===== src/rtl/mem_responder.sv =====
// mem_responder: bus-side responder for the CPU memory interface.
// Decodes each access into a ROM window (addresses below RAM_BASE, forwarded
// to an external ROM read port) and an internal RAM window, inserts
// WAIT_STATES wait cycles and acknowledges with a one-cycle ready pulse.
//
// Ports:
//   clk, reset_n        clock, asynchronous active-low reset
//   addr, wdata         CPU address / write data
//   mem_read, mem_write level requests (both high = illegal op)
//   rdata, ready        registered read data and one-cycle acknowledge
//   rom_addr, rom_data  ROM read port (rom_data combinational from rom_addr)
//   bus_err             error flag qualified by ready (only with MEM_RESP_ERR_EN)
//
// Optional feature macro: MEM_RESP_ERR_EN adds the bus_err port and its logic.
module mem_responder #(
  parameter logic [15:0] RAM_BASE    = 16'h0100,
  parameter int unsigned RAM_DEPTH   = 256,
  parameter int unsigned WAIT_STATES = 1
) (
  input  logic        clk,
  input  logic        reset_n,
  input  logic [15:0] addr,
  input  logic [7:0]  wdata,
  input  logic        mem_read,
  input  logic        mem_write,
  output logic [7:0]  rdata,
  output logic        ready,
  output logic [7:0]  rom_addr,
  input  logic [7:0]  rom_data
`ifdef MEM_RESP_ERR_EN
  ,
  output logic        bus_err
`endif
);

  localparam int unsigned AW        = $clog2(RAM_DEPTH);
  localparam bit          ZERO_WAIT = (WAIT_STATES == 0);

  typedef enum logic [1:0] {ST_IDLE, ST_WAIT, ST_ACK} state_e;
  typedef enum logic [1:0] {OP_READ, OP_WRITE, OP_ILL} op_e;

  state_e      state_q;
  op_e         op_q;
  logic [15:0] addr_q;
  logic [7:0]  wdata_q;
  logic [3:0]  cnt_q;
  logic [7:0]  rdata_q;
  logic        ready_q;
  logic [7:0]  rom_addr_q;
  logic [7:0]  mem_q [RAM_DEPTH];

  logic        req_c;
  op_e         live_op_c;
  op_e         acc_op_c;
  logic [15:0] acc_addr_c;
  logic [7:0]  acc_wdata_c;
  logic [15:0] off_c;
  logic        is_rom_c;
  logic        is_ram_c;
  logic        exec_c;
  logic [7:0]  rd_val_c;

  // Request qualification and op classification of the live bus
  always_comb begin
    req_c     = mem_read | mem_write;
    live_op_c = OP_READ;
    if (mem_read && mem_write) live_op_c = OP_ILL;
    else if (mem_write)        live_op_c = OP_WRITE;
  end

  // With zero wait states the access completes on the accept edge itself, so
  // the live bus stands in for the not-yet-latched copy.
  always_comb begin
    acc_addr_c  = addr_q;
    acc_wdata_c = wdata_q;
    acc_op_c    = op_q;
    if (state_q == ST_IDLE) begin
      acc_addr_c  = addr;
      acc_wdata_c = wdata;
      acc_op_c    = live_op_c;
    end
    exec_c = ((state_q == ST_IDLE) && req_c && ZERO_WAIT) ||
             ((state_q == ST_WAIT) && (cnt_q == 4'd1));
  end

  // Address decode and read-data selection
  always_comb begin
    off_c    = acc_addr_c - RAM_BASE;
    is_rom_c = (acc_addr_c < RAM_BASE);
    is_ram_c = !is_rom_c && (off_c < 16'(RAM_DEPTH));
    rd_val_c = 8'h00;
    if (acc_op_c == OP_READ) begin
      if (is_rom_c)      rd_val_c = rom_data;
      else if (is_ram_c) rd_val_c = mem_q[off_c[AW-1:0]];
    end
  end

  // FSM and registered outputs
  always_ff @(posedge clk or negedge reset_n) begin
    if (!reset_n) begin
      state_q    <= ST_IDLE;
      op_q       <= OP_READ;
      addr_q     <= 16'h0000;
      wdata_q    <= 8'h00;
      cnt_q      <= 4'd0;
      rdata_q    <= 8'h00;
      ready_q    <= 1'b0;
      rom_addr_q <= 8'h00;
    end else begin
      ready_q <= 1'b0;
      case (state_q)
        ST_IDLE: begin
          if (req_c) begin
            addr_q     <= addr;
            wdata_q    <= wdata;
            op_q       <= live_op_c;
            rom_addr_q <= addr[7:0];
            cnt_q      <= 4'(WAIT_STATES);
            state_q    <= ZERO_WAIT ? ST_ACK : ST_WAIT;
          end
        end
        ST_WAIT: begin
          cnt_q <= cnt_q - 4'd1;
          if (cnt_q == 4'd1) state_q <= ST_ACK;
        end
        ST_ACK:  state_q <= ST_IDLE;
        default: state_q <= ST_IDLE;
      endcase
      if (exec_c) begin
        ready_q <= 1'b1;
        if (acc_op_c != OP_WRITE) rdata_q <= rd_val_c;
      end
    end
  end

  // RAM is not reset; a write commits only on its completion edge
  always_ff @(posedge clk) begin
    if (reset_n && exec_c && (acc_op_c == OP_WRITE) && is_ram_c)
      mem_q[off_c[AW-1:0]] <= acc_wdata_c;
  end

`ifdef MEM_RESP_ERR_EN
  logic err_q;
  logic err_val_c;

  // Error: illegal op, unmapped address, or write into ROM
  always_comb begin
    err_val_c = (acc_op_c == OP_ILL) || (!is_rom_c && !is_ram_c) ||
                ((acc_op_c == OP_WRITE) && is_rom_c);
  end

  always_ff @(posedge clk or negedge reset_n) begin
    if (!reset_n) err_q <= 1'b0;
    else          err_q <= exec_c && err_val_c;
  end

  assign bus_err = err_q;
`endif

  // Zero-wait ROM reads need the ROM address on the accept edge itself
  assign rom_addr = (ZERO_WAIT && (state_q == ST_IDLE) && req_c) ? addr[7:0] : rom_addr_q;
  assign rdata    = rdata_q;
  assign ready    = ready_q;

endmodule


===== config.mk =====
export PLATFORM = sky130hd
export DESIGN_NAME = mem_responder
export DESIGN_NICKNAME = d
export VERILOG_FILES = /design/src/rtl/mem_responder.sv
export SDC_FILE = /design/constraint.sdc
export NUM_CORES = 2
export LEC_CHECK = 0
export CORE_MARGIN = 2
export CORE_UTILIZATION = 50
export DETAILED_ROUTE_END_ITERATION = 8
export HOLD_SLACK_MARGIN = 0.03
export PLACE_DENSITY = 0.68
export SETUP_SLACK_MARGIN = 0.1
export SLEW_MARGIN = 5
export SYNTH_ARGS = -nofsm -noshare
export SYNTH_HDL_FRONTEND = slang
export SYNTH_SLANG_ARGS = --single-unit
export TNS_END_PERCENT = 100

===== constraint.sdc =====
create_clock -name clk -period 7.5 [get_ports clk]
set_clock_uncertainty 0.1 [all_clocks]
set_input_delay 1.5 -clock clk [delete_from_list [all_inputs] [get_ports clk]]
set_output_delay 1.5 -clock clk [all_outputs]
set_load 0.01 [all_outputs]

# [After elaboration in Yosys (flattened, before gate mapping)]
# Memories as Yosys holds them, arrays and structs flattened.
# Cells that the tools add are included.
[word_totals] register_bits=49 in_bits=36 out_inout_bits=17 ramBits=2048 mem_count=1 elab_cells=50
[op_classes] eq_ne=6 n_bitwise=1 add_sub_neg=2 muxes=16 n_lt_le_gt_ge=2 n_reduce_logical=14
[memory_table] memory="mem_q" words=256 width=8 read_ports=1 rd_ports_with_merged_regs=0 write_ports=1 line_no="50" source="logic [7:0] mem_q [RAM_DEPTH];"
[op_table] operator="16-bit by 9-bit < comparator with 1-bit output (second input constant)" n=2
[op_table] operator="8-bit 2-to-1 mux" n=4
[op_table] operator="16-bit 2-to-1 mux" n=1
[op_table] operator="16-bit by 9-bit subtractor with 16-bit output (second input constant)" n=1
[op_table] operator="2-bit 2-to-1 mux" n=4
[op_table] operator="4-bit one-hot mux with 2 select lines" n=1
[op_table] operator="2-bit AND reduction" n=4
[op_table] operator="1-bit logical AND" n=6
[op_table] operator="2-bit by 1-bit == test with 1-bit output (second input constant)" n=2
[op_table] operator="4-bit by 1-bit == test with 1-bit output (second input constant)" n=1
[op_table] operator="2-bit logical NOT" n=2
[op_table] operator="1-bit 2-to-1 mux" n=4
[op_table] operator="4-bit 2-to-1 mux" n=1
[op_table] operator="2-bit by 1-bit inequality test with 1-bit output (second input constant)" n=2
[op_table] operator="2-bit one-hot mux with 2 select lines" n=1
[op_table] operator="4-bit by 1-bit subtractor with 4-bit output (second input constant)" n=1
[op_table] operator="2-bit inequality test (second input constant)" n=1
[op_table] operator="2-bit nonzero test" n=1
[op_table] operator="1-bit logical NOT" n=1
[op_table] operator="1-bit OR" n=1

# [Logic depth before layout (Yosys ltp)]
[depth] ltp_word=8 depth_mapped=12 mapped_depth_nobuf=9

# [Worst setup path after synthesis]
# OpenSTA, ideal clock, no wires.
[synth_path] kind="input port to flip-flop" startpoint="input port wdata[0]" endpoint="memory mem_q[0][0], data pin" arrival_ns=4.596 slack_ns=1.981 required_time_ns=6.577 path_buffers=0 cell_stages=2 setup_time_ns=0.823 path_cell_list="nand2_1 nand2_1"
[synth_via] elab_chain_len=1
[synth_lines] element="from (decl)" line_no="23" source="input logic [7:0] wdata,"
[synth_lines] element="8-bit 2-to-1 mux" line_no="77" source="if (state_q == ST_IDLE) begin"
[synth_lines] element="named net acc_wdata_c[0]" line_no="56" source="logic [7:0] acc_wdata_c;"
[synth_lines] element="to (decl)" line_no="50"
# The timed path passes the listed nets, and every way through them passes these cells.

# [Worst setup path after layout]
[layout_path] startpoint="input port addr[1]" endpoint="register rdata_q[3] (netlist: rdata[3])"
[layout_via] elab_chain_len=7 elab_cells_between_ends=10 cone_classes="1 x add/sub; 2 x order compare; 4 x mux; 2 x reduce/logical; 1 x memory"
[layout_lines] element="from (decl)" line_no="22" source="input logic [15:0] addr,"
[layout_lines] element="16-bit 2-to-1 mux (*)" line_no="77"
[layout_lines] element="parallel branches: the longest is 4 deep, another holds 16-bit by 9-bit subtractor with 16-bit output"
[layout_lines] element="8-bit 2-to-1 mux (*)" line_no="93" source="if (is_rom_c) rd_val_c = rom_data;"
[layout_lines] element="8-bit 2-to-1 mux (*)" line_no="92" source="if (acc_op_c == OP_READ) begin"
[layout_lines] element="to (signal assigned)" line_no="131" source="if (acc_op_c != OP_WRITE) rdata_q <= rd_val_c;"
[layout_lines] element="to (decl)" line_no="47" source="logic [7:0] rdata_q;"
# Mark *: on every way between the ends.
# A chain may end at the register's enable or synchronous reset.

==> results by group <==
Timing
  – Final setup fails: 0
  – Max_slew headroom: 2.273%
  – Endpoints failing hold: 0
  – FMAX: 180.1 MHz
  – RSZ-0062 raised after global routing: no
  – Hold_ws: 0.3777 ns
  – Setup slack after layout: 1.949 ns
  – Tmin final: 5.551 ns
  – Fin. max-slew vios: 0
  – Actual slew at the worst max-slew pin: 1.466 ns
  – Final period util: 74.02%
  – Setup TNS: 0 ns

Global routing
  – Antenna violations before repair: 3
  – Vias in the first global route: 43.97k
  – All-Layer GR Usage: 26.72%
  – Largest net degree at the start of global routing: 229
  – Total congestion overflow: 0
  – First-pass GRT wire length: 307.8 mm

Placed design
  – Port buffer count: 52
  – DP Worst Slack: 1.394 ns
  – GP Congestion: 0.9088
  – Final HPWL DP: 121.8 mm
  – Placed instance area: 79750 um^2
  – Cell total after placement: 6510

Setup path
  – Reg2reg end: rdata[3]
  – Largest stage delay, worst path: 1.29 ns
  – CP endpoint: rdata[3]
  – Worst EP arrival: 6.20 ns
  – CP Cell Sequence: clkdlybuf4s50_1 -> or4b_1 -> o21a_4 -> buf_12 -> o22ai_1 -> o21ai_0 -> a41oi_1 -> o41ai_1 -> nand4_1 -> o21ai_1
  – Reg2Reg Setup Slack: 2.03 ns
  – Worst reg-to-reg path cell count: 9
  – Crit path max-delay cell type: o41ai_1
  – Worst reg2reg path startpoint: state_q[1]
  – CP Launch Type: input pin
  – Setup crit start: addr[1]
  – CP Class: in -> reg
  – Largest delay contributor family on the critical path: compound AO/OA/AOI/OAI gates
  – Worst setup EP type: register
  – CP required: 8.14 ns
  – Buf/Inv on CP: 2
  – Critical Path Stages: 10
  – CP max FO: 87

Clock network
  – Clock Tree Buf Depth: 3
  – Clock Sinks: 2089
  – CTS clk-pin slew, worst paths: 0.06 ns
  – Post-CTS setup buffer count: 0
  – CTS root buffer: clkbuf_16
  – CTS Buf Count: 195
  – Clk_lat worst skew: 0.84 ns
  – CTS tree: built
  – H-tree Lvls: 4
  – Hold_buf cts: 0
  – Post-cts resize count: 0

Layout
  – Design area: 85600 um^2
  – Most frequent cells in the layout: edfxtp_1 (2048), o22ai_1 (896), o21ai_0 (452)
  – Final Non-Filler Cells: 6858
  – Commonest non-fill, non-tap cell in the layout: edfxtp_1
  – Layout cells sized above 1: 8.062%
  – Util after Layout: 55.76%
  – Area Growth Syn to Fin: 11.17%
  – Nets: 4701

Synthesis
  – Post-synth EDFFs: 2048
  – Synth Register Bits: 2089
  – Syn Area/Cell: 16.56 um^2
  – Mapped Area: 77000 um^2
  – Asr flop ratio synth: 1.963%
  – Yosys warning count: 0
  – Area share of xor/xnor cells in the synthesized design: 0.01137%
  – Yosys cell types: 49
  – Simple-gate portion of the synthesized area: 2.389%
  – Compound-gate portion of the synthesized area: 14.14%
  – Synthesized instance count: 4649
  – Register area share after synthesis: 81.20%
  – Post-Synth Adder-Cell Area: 0.03250%
  – Largest family of logic cells by synthesized area: compound AO/OA/AOI/OAI gates
  – Post-Syn Nets: 4687
  – Synth Flop Type: edfxtp_1
  – Mux share of post-synthesis cell area: 0.01300%

Floorplan
  – Row count: 144
  – Core area: 153500 um^2
  – Initial cell density of the core: 50.16%
  – Top Ports: 53
  – Die span in y: 396.4 um
  – Die Wd: 396.4 um
  – Full die area: 157200 um^2

Min path
  – Hold Path Class: reg -> reg

Detailed routing
  – DRC Markers: 0
  – DRT Pass-1 Iters: 6
  – Post-route ant nets: 0
  – DR vias: 46.13k
  – Vias per cell: 6.726
  – Starting DRC count in detailed routing: 7030
  – Drt wl/cell: 31.06 um
  – Final WL: 213.0 mm

Run
  – Max Cap Violations: 0

Pwr
  – Seq pwr share: 42.7%
  – Clk pwr share: 25.5%
  – Power Internal: 23.05 mW
  – Power per cell area: 424.6 nW/um^2
  – Total power: 36.35 mW
  – Psw: 13.30 mW
  – Switching share of power: 36.58%
  – Max IR drop VDD: 544.4 uV
  – Comb power frac: 31.8%
  – Lkg Pwr: 25.43 nW

Status
  – Status: finished clean
[cell families (layout without fill, tap and decap cells)]
group                      Yosys count  after routing
DFF                               2089           2089
xor gates and xnor gates             1              1
other                                0              1
buffers and inverters              354            518
adders and majority gates            2              2
AOI/OAI and AO/OA                 1749           1749
and+or+nand+nor                    453            453
muxes                                1              1
[how the worst min path moves through the flow]
stage                    start  slack [ns]  depth (start not counted)    endpoint
floorplan            addr_q[8]        0.34                          2   addr_q[8]
global placement    wdata_q[7]        0.36                          2  wdata_q[7]
detailed placement  wdata_q[2]        0.36                          2  wdata_q[2]
CTS                 wdata_q[3]        0.38                          2  wdata_q[3]
global route        addr_q[10]        0.41                          2  addr_q[10]
finish              wdata_q[3]        0.38                          2  wdata_q[3]
[flip-flops by register name, indices dropped and copies added, names as in the netlist]
register / count
mem_q: 2048
wdata_q: 8
cnt_q: 4
addr_q: 16
rdata: 8
state_q: 2
ready: 1
op_q: 2
[cell usage after synthesis, types with 4 or more instances]
| master | number | area (um^2) |
|---|---|---|
| edfxtp_1 | 2048 | 61500 |
| o22ai_1 | 896 | 5605 |
| o21ai_0 | 453 | 2267 |
| nor2_1 | 268 | 1006 |
| buf_2 | 206 | 1031 |
| a22oi_1 | 136 | 1021 |
| nand2_1 | 132 | 495.5 |
| a41oi_1 | 114 | 998.5 |
| clkbuf_1 | 111 | 416.7 |
| a21oi_1 | 67 | 335.3 |
| dfrtp_1 | 41 | 1026 |
| o41ai_1 | 39 | 341.6 |
| o21ai_1 | 18 | 90.09 |
| buf_4 | 14 | 105.1 |
| nand3_1 | 12 | 60.06 |
| buf_6 | 9 | 101.4 |
| inv_1 | 9 | 33.78 |
| o21a_1 | 9 | 67.56 |
| nand4_1 | 8 | 50.05 |
| nand2b_1 | 7 | 43.79 |
| buf_1 | 4 | 15.01 |
| nand3b_1 | 4 | 30.03 |
| nor4_1 | 4 | 25.02 |
| or3_1 | 4 | 25.02 |
[layout make-up]
cell class | count | area (um^2)
fillers | 11620 | 67910
flip-flops and latches | 2089 | 62530
multi-input cells | 2206 | 12970
clock buffers | 250 | 5171
well taps | 2044 | 2557
repair buffers | 162 | 1667
clock inverters | 97 | 678.2
inverters | 9 | 33.78
diodes | 1 | 2.502
[tightest hold or removal path, cell delays in order (launching register included)]
cell and delay [ns]:
dfrtp_1 0.34, nand2_1 0.05, nand2_1 0.05
[power groups by stage]
stage / Combinational (mW) / Clock (mW) / Sequential (mW)
finish: 11.6 / 9.26 / 15.5
global route: 12.0 / 9.75 / 15.5
CTS: 11.3 / 9.30 / 15.5
detailed placement: 11.3 / 0 / 15.7
global placement: 11.1 / 0 / 15.7
floorplan: 6.28 / 0 / 16.4
[layer usage]
layer	global-route usage, %	vias up	share of wire [%]
met3	7.053	480	13
met4	10.16	0	4.0
met5	0	-	0
met1	37.59	23210	38
li1	-	19220	-
met2	40.19	3223	45
Power figures use the tool's default switching activity.
==> RTL edit: new RTL, same settings <==
Set the parameter `RAM_DEPTH` to 128 (it was 256).
--- a/src/rtl/mem_responder.sv
+++ b/src/rtl/mem_responder.sv
@@ -16,3 +16,3 @@
   parameter logic [15:0] RAM_BASE    = 16'h0100,
-  parameter int unsigned RAM_DEPTH   = 256,
+  parameter int unsigned RAM_DEPTH   = 128,
   parameter int unsigned WAIT_STATES = 1
Check against the original RTL: not settled (the Yosys comparison gave no result); the edit may change what the design does.
==> RTL edit against the unedited design <==
  * Via count decreased by 43%
  * Worst setup slack worse by 0.18 ns
  * Maximum frequency shrank 3.2%
  * Cell area down 45%
  * Wire length decreased by 45%
  * Synthesized cell count is 40% lower
  * Sequential cell count is 1024 lower
  * Area after synthesis is 46% lower
  * Power down 44%
==> RTL edit: results (changes against the unedited design) <==
Post-synth ARST share: 3.85% (was 1.96%)
main area contributors after synthesis: edfxtp_1 74%, nand2_1 3.4%, o22ai_1 3.1% (was edfxtp_1 80%, o22ai_1 7.3%, o21ai_0 2.9%)
Via Count: 26100 (was 46100)
Synth Area in Adders: 0.0603% (was 0.0325%)
slowest CP cell: a2111oi_0 (was o41ai_1)
Leakage: 15.0 nW (was 25.4 nW)
proportion of synthesized area in mux cells: 2.69% (was 0.0130%)
initial antenna violation count: 1 (was 3)
share of post-route cells with drive strength above 1: 9.36% (was 8.06%)
WL met1: 44800 µm (was 80300 µm)
post-synthesis compound-gate area fraction: 9.92% (was 14.1%)
Synth top cells by count: 1024 x edfxtp_1, 372 x nand2_1, 270 x nor2_1 (was 2048 x edfxtp_1, 896 x o22ai_1, 453 x o21ai_0)
post-DP HPWL: 68600 µm (was 122000 µm)
worst hold margin: 0.374 ns (was 0.378 ns)
vias per cell: 6.54 (was 6.73)
nets: 2879 (was 4701)
Setup WS pre-CTS: 1.25 ns (was 1.39 ns)
crit share post-route: 76.5% (was 74.0%)
post-synth cell types: 74 (was 49)
GP Congestion: 0.883 (was 0.909)
WP data arrival: 6.22 ns (was 6.20 ns)
R2R Setup Slk: 2.27 ns (was 2.03 ns)
largest net degree at the start of global routing: 92 (was 229)
Hold EP: addr_q[10]$_DFFE_PN0P_ (was wdata_q[3]$_DFFE_PN0P_)
first-pass GRT wire length: 171000 µm (was 308000 µm)
cts bufs inserted: 105 (was 195)
number of flip-flops under the largest register name: 1024 (was 2048)
WL met2: 53400 µm (was 96900 µm)
initial DRC count: 3783 (was 7030)
placed insts: 3804 (was 6510)
All-Layer GR Usage: 27.1% (was 26.7%)
clk_lat worst skew: 0.69 ns (was 0.84 ns)
vias in the first global route: 25200 (was 44000)
worst-margin pin slew: 1.27 ns (was 1.47 ns)
worst vdd ir: 0.340 mV (was 0.544 mV)
critical-path maximum fanout: 91 (was 87)
Post-synth EDFFs: 1024 (was 2048)
run status: finished, final reports clean (unchanged)
CP max stage delay: 1.07 ns (was 1.29 ns)
max layer used: met5 (was met4)
sequential-to-total area share from yosys stat: 76.6% (was 81.2%)
CTS H-tree depth: 3 (was 4)
fillers: 6154 (was 11600)
reg2reg path depth: 10 (was 9)
routed wl met3: 13500 µm (was 27400 µm)
synthesized instance count: 2797 (was 4649)
xor/xnor cell area share of the yosys netlist: 0.0211% (was 0.0114%)
WL per Instance: 29.1 µm (was 31.1 µm)
HP Start: addr_q[10]$_DFFE_PN0P_ (was wdata_q[3]$_DFFE_PN0P_)
RTL edit: cells by family (layout without fill, tap and decap cells):
logic type,after synthesis,count (layout)
simple gates,817,817
flops,1065,1065
buf+inv,198,327
compound gates,603,603
mux,111,111
xor+xnor,1,1
other cells,0,1
fa+ha+maj,2,2
RTL edit: critical path: cells and delay by family:
| kind | cells | cell delay [ns] |
|---|---|---|
| compound gates | 5 | 2.08 |
| simple gates | 3 | 1.07 |
| buf+inv | 3 | 1.48 |
RTL edit: area by class of cell:
type	count	area [µm²]	share of cell area (%)
timing repair buffer	121	1110	2.37
antenna	1	2.50	0.00535
sequential	1065	31800	68.0
inverter	14	52.6	0.112
clock buffer	118	2730	5.83
tap	1070	1340	2.86
clock inverter	74	891	1.91
multi-input combinational	1534	8860	18.9
RTL edit: worst max path at each step:
stage                        from                     end  cells past startpoint
after global placement    addr[0]    rdata[3]$_DFFE_PN0P_                     11
after CTS                 addr[0]    rdata[3]$_DFFE_PN0P_                     11
after floorplan           addr[0]  mem_q[75][0]$_DFFE_PP_                     11
after detailed placement  addr[0]    rdata[3]$_DFFE_PN0P_                     11
final                     addr[0]    rdata[3]$_DFFE_PN0P_                     11
after global routing      addr[0]    rdata[3]$_DFFE_PN0P_                     11
RTL edit: metal layers:
layer,global-route usage (%),vias to the layer above
met5,0,-
met4,10.1,2
met3,5.59,280
met2,41.9,1750
met1,38.1,13100
li1,-,11000
RTL edit: report_power, final:
part | switching, mW | internal, mW
clock network | 2.29 | 3.21
registers | 0.128 | 7.85
logic | 5.19 | 1.68
